<file path="config.mk">
export PLATFORM = sky130hd
export DESIGN_NAME = conv3x3_mac
export DESIGN_NICKNAME = d
export VERILOG_FILES = /design/src/rtl/cnn_pkg.sv /design/src/rtl/conv3x3_mac_tree.sv /design/src/rtl/conv3x3_mac.sv
export SDC_FILE = /design/constraint.sdc
export NUM_CORES = 2
export LEC_CHECK = 0
export BUFFER_PORTS_ARGS = -buffer_cell sky130_fd_sc_hd__buf_2
export CAP_MARGIN = 10
export CORE_MARGIN = 5
export CORE_UTILIZATION = 50
export CTS_CLUSTER_SIZE = 16
export DETAILED_ROUTE_END_ITERATION = 16
export MAX_ROUTING_LAYER = met4
export PLACE_DENSITY = 0.75
export SETUP_SLACK_MARGIN = 0.02
export SLEW_MARGIN = 20
export SYNTH_ARGS = -nofsm -noshare
export SYNTH_HDL_FRONTEND = slang
export SYNTH_SLANG_ARGS = --single-unit
export TNS_END_PERCENT = 30
</file>
<file path="constraint.sdc">
create_clock -name iClk -period 14.1 [get_ports iClk]
set_input_delay 2.82 -clock iClk [delete_from_list [all_inputs] [get_ports iClk]]
set_output_delay 2.82 -clock iClk [all_outputs]
set_load 0.01 [all_outputs]
</file>
<file path="src/rtl/cnn_pkg.sv">
// rtl/cnn_pkg.sv - shared constants, FSM encodings and width helper for the CNN datapath
package cnn_pkg;

    localparam logic [1:0] ST_IDLE  = 2'd0;
    localparam logic [1:0] ST_RUN   = 2'd1;
    localparam logic [1:0] ST_DRAIN = 2'd2;

    localparam int         N_TAPS     = 9;
    localparam logic [3:0] TAP_TL     = 4'd0;
    localparam logic [3:0] TAP_CENTER = 4'd4;
    localparam logic [3:0] TAP_BR     = 4'd8;
    localparam logic [3:0] BIAS_ADDR  = 4'd9;

    // Nine PIX_W x W_W products plus a bias fit with 4 bits of headroom over one product.
    function automatic int acc_width(input int pix_w, input int w_w);
        return pix_w + w_w + 5;
    endfunction

endpackage

</file>
<file path="src/rtl/conv3x3_mac_tree.sv">
// rtl/conv3x3_mac_tree.sv - three-stage multiply / row-sum / saturate datapath
// Optional feature macro: CONV3X3_RELU_EN (rectify negative results to zero)
module conv3x3_mac_tree
    import cnn_pkg::*;
#(
    parameter int PIX_W     = 8,
    parameter int W_W       = 8,
    parameter int OUT_W     = 16,
    parameter int OUT_SHIFT = 0,
    parameter int ACC_W     = 21
) (
    input  logic                    clk_i,
    input  logic                    rst_i,
    input  logic [3*PIX_W-1:0]      row1_i,
    input  logic [3*PIX_W-1:0]      row2_i,
    input  logic [3*PIX_W-1:0]      row3_i,
    input  logic                    valid_i,
    input  logic                    done_i,
    input  logic [N_TAPS*W_W-1:0]   weights_i,
    input  logic [ACC_W-1:0]        bias_i,
    output logic [OUT_W-1:0]        out_o,
    output logic                    valid_o,
    output logic                    done_o,
    output logic                    sat_o,
    output logic                    pipe_valid_o,
    output logic                    pipe_done_o
);

    localparam int PROD_W = PIX_W + W_W + 1;
    localparam logic signed [ACC_W-1:0] MAX_V = {{(ACC_W-OUT_W+1){1'b0}}, {(OUT_W-1){1'b1}}};
    localparam logic signed [ACC_W-1:0] MIN_V = {{(ACC_W-OUT_W+1){1'b1}}, {(OUT_W-1){1'b0}}};

    logic [3*PIX_W-1:0]        rows [3];
    logic [PIX_W-1:0]          pix;
    logic signed [PROD_W-1:0]  prod_d [N_TAPS];
    logic signed [PROD_W-1:0]  prod_q [N_TAPS];
    logic signed [ACC_W-1:0]   bias1_q, bias2_q;
    logic signed [ACC_W-1:0]   row_d [3];
    logic signed [ACC_W-1:0]   row_q [3];
    logic                      v1_q, d1_q, v2_q, d2_q;
    logic signed [ACC_W-1:0]   total, shifted;
    logic [OUT_W-1:0]          res_d;
    logic                      sat_d;
    logic [OUT_W-1:0]          out_q;
    logic                      valid_q, done_q, sat_q;

    assign rows[0] = row1_i;
    assign rows[1] = row2_i;
    assign rows[2] = row3_i;

    // Left column sits in the top bits of each row bus.
    always_comb begin
        pix = '0;
        for (int i = 0; i < N_TAPS; i++) begin
            pix       = rows[i/3][(2 - (i % 3))*PIX_W +: PIX_W];
            prod_d[i] = PROD_W'($signed({1'b0, pix})) * PROD_W'($signed(weights_i[i*W_W +: W_W]));
        end
        for (int r = 0; r < 3; r++) begin
            row_d[r] = ACC_W'(prod_q[3*r]) + ACC_W'(prod_q[3*r+1]) + ACC_W'(prod_q[3*r+2]);
        end
    end

    always_comb begin
        total   = row_q[0] + row_q[1] + row_q[2] + bias2_q;
        shifted = total >>> OUT_SHIFT;
        sat_d   = 1'b0;
        if (shifted > MAX_V) begin
            res_d = MAX_V[OUT_W-1:0];
            sat_d = 1'b1;
        end else if (shifted < MIN_V) begin
            res_d = MIN_V[OUT_W-1:0];
            sat_d = 1'b1;
        end else begin
            res_d = shifted[OUT_W-1:0];
        end
`ifdef CONV3X3_RELU_EN
        if (res_d[OUT_W-1]) begin
            res_d = '0;
            sat_d = 1'b0;
        end
`endif
    end

    // The bias is captured alongside the products so a commit on the same edge cannot mix banks.
    always_ff @(posedge clk_i) begin
        for (int i = 0; i < N_TAPS; i++) prod_q[i] <= prod_d[i];
        for (int r = 0; r < 3; r++) row_q[r] <= row_d[r];
        bias1_q <= bias_i;
        bias2_q <= bias1_q;
        if (rst_i) begin
            v1_q    <= 1'b0;
            d1_q    <= 1'b0;
            v2_q    <= 1'b0;
            d2_q    <= 1'b0;
            valid_q <= 1'b0;
            done_q  <= 1'b0;
            sat_q   <= 1'b0;
            out_q   <= '0;
        end else begin
            v1_q    <= valid_i;
            d1_q    <= valid_i & done_i;
            v2_q    <= v1_q;
            d2_q    <= d1_q;
            valid_q <= v2_q;
            done_q  <= d2_q;
            sat_q   <= v2_q & sat_d;
            if (v2_q) out_q <= res_d;
        end
    end

    assign out_o        = out_q;
    assign valid_o      = valid_q;
    assign done_o       = done_q;
    assign sat_o        = sat_q;
    assign pipe_valid_o = v1_q | v2_q;
    assign pipe_done_o  = d1_q | d2_q;

endmodule

</file>
<file path="src/rtl/conv3x3_mac.sv">
// rtl/conv3x3_mac.sv - 3x3 convolution engine top: FSM, double-buffered weights, commit logic
// Optional feature macro: CONV3X3_RELU_EN (handled in conv3x3_mac_tree)
module conv3x3_mac
    import cnn_pkg::*;
#(
    parameter int PIX_W     = 8,
    parameter int W_W       = 8,
    parameter int OUT_W     = 16,
    parameter int OUT_SHIFT = 0
) (
    input  logic                iClk,
    input  logic                iRst,
    input  logic [3*PIX_W-1:0]  iWindowRow1,
    input  logic [3*PIX_W-1:0]  iWindowRow2,
    input  logic [3*PIX_W-1:0]  iWindowRow3,
    input  logic                iWindowValid,
    input  logic                iMapDone,
    input  logic                iWeightWe,
    input  logic [3:0]          iWeightAddr,
    input  logic [W_W-1:0]      iWeightData,
    input  logic                iWeightCommit,
    output logic [OUT_W-1:0]    oConvOut,
    output logic                oConvValid,
    output logic                oConvDone,
    output logic                oSat,
    output logic                oBusy
);

    localparam int ACC_W = acc_width(PIX_W, W_W);

    logic [1:0]              state_q, state_d;
    logic [N_TAPS*W_W-1:0]   shadow_w_q, shadow_w_d, active_w_q, active_w_d;
    logic [ACC_W-1:0]        shadow_b_q, shadow_b_d, active_b_q, active_b_d;
    logic                    pend_q, pend_d, apply;
    logic                    pipe_valid, pipe_done;

    always_comb begin
        shadow_w_d = shadow_w_q;
        shadow_b_d = shadow_b_q;
        if (iWeightWe) begin
            if (iWeightAddr < BIAS_ADDR) begin
                shadow_w_d[int'(iWeightAddr)*W_W +: W_W] = iWeightData;
            end else if (iWeightAddr == BIAS_ADDR) begin
                shadow_b_d = ACC_W'($signed(iWeightData));
            end
        end
        // Copy from the next-state shadow so a same-cycle write is included in the commit.
        apply      = (iWeightCommit | pend_q) && (state_q == ST_IDLE) && !pipe_valid;
        active_w_d = apply ? shadow_w_d : active_w_q;
        active_b_d = apply ? shadow_b_d : active_b_q;
        pend_d     = (pend_q | iWeightCommit) & ~apply;
    end

    always_comb begin
        state_d = state_q;
        case (state_q)
            ST_IDLE: begin
                if (iWindowValid) state_d = iMapDone ? ST_DRAIN : ST_RUN;
            end
            ST_RUN: begin
                if (iWindowValid && iMapDone) state_d = ST_DRAIN;
            end
            ST_DRAIN: begin
                // Windows of a following map may already be in the pipe when the done token leaves.
                if (oConvDone) begin
                    if (pipe_done || (iWindowValid && iMapDone)) state_d = ST_DRAIN;
                    else if (pipe_valid || iWindowValid)         state_d = ST_RUN;
                    else                                         state_d = ST_IDLE;
                end
            end
            default: state_d = ST_IDLE;
        endcase
    end

    always_ff @(posedge iClk) begin
        if (iRst) begin
            state_q    <= ST_IDLE;
            shadow_w_q <= '0;
            shadow_b_q <= '0;
            active_w_q <= '0;
            active_b_q <= '0;
            pend_q     <= 1'b0;
        end else begin
            state_q    <= state_d;
            shadow_w_q <= shadow_w_d;
            shadow_b_q <= shadow_b_d;
            active_w_q <= active_w_d;
            active_b_q <= active_b_d;
            pend_q     <= pend_d;
        end
    end

    conv3x3_mac_tree #(
        .PIX_W     (PIX_W),
        .W_W       (W_W),
        .OUT_W     (OUT_W),
        .OUT_SHIFT (OUT_SHIFT),
        .ACC_W     (ACC_W)
    ) u_tree (
        .clk_i        (iClk),
        .rst_i        (iRst),
        .row1_i       (iWindowRow1),
        .row2_i       (iWindowRow2),
        .row3_i       (iWindowRow3),
        .valid_i      (iWindowValid),
        .done_i       (iMapDone),
        .weights_i    (active_w_q),
        .bias_i       (active_b_q),
        .out_o        (oConvOut),
        .valid_o      (oConvValid),
        .done_o       (oConvDone),
        .sat_o        (oSat),
        .pipe_valid_o (pipe_valid),
        .pipe_done_o  (pipe_done)
    );

    assign oBusy = (state_q != ST_IDLE);

endmodule

</file>
==> results by group <==
Yosys
  • Post-Syn Area per Cell: 9.50 um^2
  • Post-synth top area share: 25.1%
  • Flip-flop and latch count after synthesis: 464
  • Synth area leader: dfxtp_1
  • Yosys Warn Count: 0
  • Post-synth EDFFs: 0
  • Most frequent cell after synthesis: inv_1
  • Gate Count Post-Synth: 3895
  • Ranking of synthesized cells by area: dfxtp_1 25%, fa_1 23%, ha_1 16%
  • Ys async rst share: 0%
  • Syn_nets: 4875
  • Post-synthesis sequential area ratio: 25.1%
  • Primary FF master, synth: dfxtp_1
  • Unique masters post-synth: 74
  • Post-synth top cells: 639 x inv_1, 464 x dfxtp_1, 463 x ha_1
  • Netlist Area Pre-Place: 37000 um^2

Timing
  • Final setup viols: 0
  • Total Neg Setup Slack: 0 ns
  • Final Hold Vio Count: 0
  • Period minus WS final: 6.34 ns
  • Worst Clk Skew: 0.0226 ns
  • Peak Freq: 0.158 GHz
  • Final Max Tran Viols: 0
  • Period utilisation layout: 45.0%
  • Rel. slew slack: 24.9%
  • Worst Max-Slew Pin Slew: 1.12 ns
  • RSZ-0062 raised after global routing: false

CTS
  • H-tree levels: 2
  • CTS Sinks: 464
  • Number of buffers created by CTS: 49
  • CTS hold repair buffers: 0
  • # resized after CTS: 0
  • CTS tree: done
  • CTS clock-pin slew for the worst setup and hold paths: 0.07 ns
  • Post-CTS setup buffer count: 0
  • CTS max path bufs: 3
  • Root buffer cell: clkbuf_16
  • Worst-Skew Late Latency: 0.60 ns

Critical path
  • CP max FO: 8
  • R2r setup slk: 9.02 ns
  • Critical path class: in -> reg
  • Critical Path Sink Type: flip-flop
  • Worst R2R End: u_tree.out_o[1]$_SDFFE_PP0P_
  • Worst-case reg-to-reg path depth: 15
  • WP data required: 14.57 ns
  • Worst setup SP type: input port
  • R2r startpoint: u_tree.row_q[0][22]$_DFF_P_
  • CP arrival: 6.82 ns

Die
  • Placement row count: 99
  • IO Count: 110
  • DIE WIDTH: 282 um
  • Die Area: 79600 um^2
  • Core ar.: 73200 um^2
  • Chip height: 282 um
  • Initial core utilization: 50.6%

Drt
  • DR WL/cell: 16.4 um
  • Vias post-DR: 26100
  • Final ANT Viol Nets: 0
  • # DRC: 0
  • Post-DR vias/cell: 5.24
  • DR iter-0 viols: 1307
  • Routed wire length: 82.0 mm
  • Pre-antenna DRT Iters: 5

Power
  • Tot Pwr: 7.30 mW
  • Pwr dens: 181 nW/um^2
  • Maximum vdd drop: 224 uV
  • P_leak: 20.0 nW

Placed design
  • PortBufs: 109
  • Final Wtd Congestion: 0.883
  • Placed Area: 38500 um^2
  • Hpwl dp: 65.6 mm

Final layout
  • Fillcell total: 6406
  • Multi-input gate area: 25000 um^2
  • Share of cells above drive strength 1: 5.93%
  • Final #Nets: 4954
  • Final instance area: 40300 um^2
  • Reg area: 9290 um^2
  • Layout area overhead: 8.78%

Worst hold path
  • WHS Path Cells: 0
  • Worst Hold Path EP: u_tree.bias2_q[4]$_DFF_P_
  • Min-delay src: u_tree.bias1_q[4]$_DFF_P_
  • Worst Hold Class: reg -> reg

GRT
  • Largest net degree at the start of global routing: 79
  • First-pass GRT wire length: 136 mm
  • Vias in the first global route: 26800
  • Initial antenna violation count: 15
  • Total grt overflow: 0
  • Gr usage total: 21.7%

Run status
  • Outcome: completed

Flow run
  • Maxcap violations: 0
## kinds of logic (layout without fill, tap and decap cells)
family	count (synthesis)	count (layout)	synth area share [%]
AOI/OAI and AO/OA	496	496	9.24
xor gates and xnor gates	155	155	3.71
adders and majority gates	890	890	38.7
buffers and inverters	727	847	7.44
DFF	464	464	25.1
muxes	10	10	0.281
other	0	13	0
and+or+nand+nor	1153	1153	15.5
## layer usage
| layer | routed length (um) | share of wire [%] | vias up | global-route usage, % |
|---|---|---|---|---|
| met5 | 0 | 0 | - | - |
| met4 | 1850 | 2.3 | 0 | 5.13 |
| met3 | 4170 | 5.1 | 110 | 2.86 |
| met2 | 39100 | 48 | 525 | 35.9 |
| met1 | 36900 | 45 | 12800 | 28.7 |
| li1 | - | - | 12700 | - |
## per-stage QoR
stage,hold WS [ns],cells,util [%],worst slack [ns]
3_5_place_dp,0.312,4882,52.6,7.18
3_3_place_gp,0.310,4882,52.6,7.21
5_1_grt,0.333,4985,55.0,7.45
6_report,0.324,4987,55.0,7.76
4_1_cts,0.325,4974,54.9,7.79
2_1_floorplan,0.310,3895,-,7.51
## sequential cells by signal (all words and copies together) (netlist names)
register        flops
u_tree.prod_q     153
active_w_q         72
shadow_w_q         72
u_tree.row_q       57
active_b_q         21
shadow_b_q         21
u_tree.bias1_q     21
u_tree.bias2_q     21
u_tree.out_o       16
state_q             2
pend_q              1
u_tree.d1_q         1
u_tree.d2_q         1
u_tree.done_o       1
u_tree.sat_o        1
u_tree.v1_q         1
u_tree.v2_q         1
u_tree.valid_o      1
## how the worst max path moves through the flow
| stage | from | endpoint |
|---|---|---|
| CTS | iWindowRow3[19] | u_tree.prod_q[0][118]$_DFF_P_ |
| finish | iWindowRow3[19] | u_tree.prod_q[0][118]$_DFF_P_ |
| global route | iWindowRow1[13] | u_tree.prod_q[0][33]$_DFF_P_ |
| floorplan | iWindowRow2[17] | u_tree.prod_q[0][67]$_DFF_P_ |
| global placement | iWindowRow3[3] | u_tree.prod_q[0][152]$_DFF_P_ |
| detailed placement | iWindowRow3[19] | u_tree.prod_q[0][118]$_DFF_P_ |
## layout make-up
type | instances | area share, %
Multi-Input combinational cell | 2704 | 62.1
Sequential cell | 464 | 23.1
Inverter | 640 | 5.97
Clock buffer | 52 | 3.18
Tap cell | 959 | 2.98
Timing Repair Buffer | 115 | 1.47
Clock inverter | 40 | 1.17
Antenna cell | 13 | 0.0808
## placed cells by master (no fill, tap or decap), drive strengths merged, types with 11 or more instances in the layout
cell | synthesis | layout
o31ai | 11 | 11
fa | 427 | 427
ha | 463 | 463
a21o | 24 | 24
clkbuf | 76 | 52
a21oi | 160 | 160
xnor2 | 136 | 136
o22a | 93 | 93
nand2b | 69 | 69
or2 | 12 | 12
xor2 | 18 | 18
and2 | 314 | 314
nand2 | 352 | 352
and3 | 14 | 14
buf | 11 | 115
o21ai | 61 | 61
o21a | 16 | 16
a21boi | 19 | 19
diode | 0 | 13
nor2b | 46 | 46
nor2 | 189 | 189
clkinvlp | 0 | 12
inv | 640 | 647
nand3 | 82 | 82
o211ai | 15 | 15
nor3 | 43 | 43
clkinv | 0 | 15
dfxtp | 464 | 464
a221o | 15 | 15
## worst max-delay path: stages
cell	delay, ns
buf_2	0.15
and2_1	0.18
fa_1	0.41
inv_1	0.07
fa_1	0.44
fa_1	0.51
fa_1	0.49
inv_1	0.04
ha_1	0.30
nor2b_1	0.15
o21ai_1	0.16
a21boi_1	0.11
o21ai_1	0.17
a21oi_1	0.11
a41o_1	0.26
o41a_1	0.32
xnor2_1	0.13
## power by group
part	internal (mW)	switching (mW)
logic	1.73	2.38
clock network	0.788	0.586
registers	1.60	0.212
total	4.12	3.18
No activity file was read; power rests on OpenSTA's default activity.
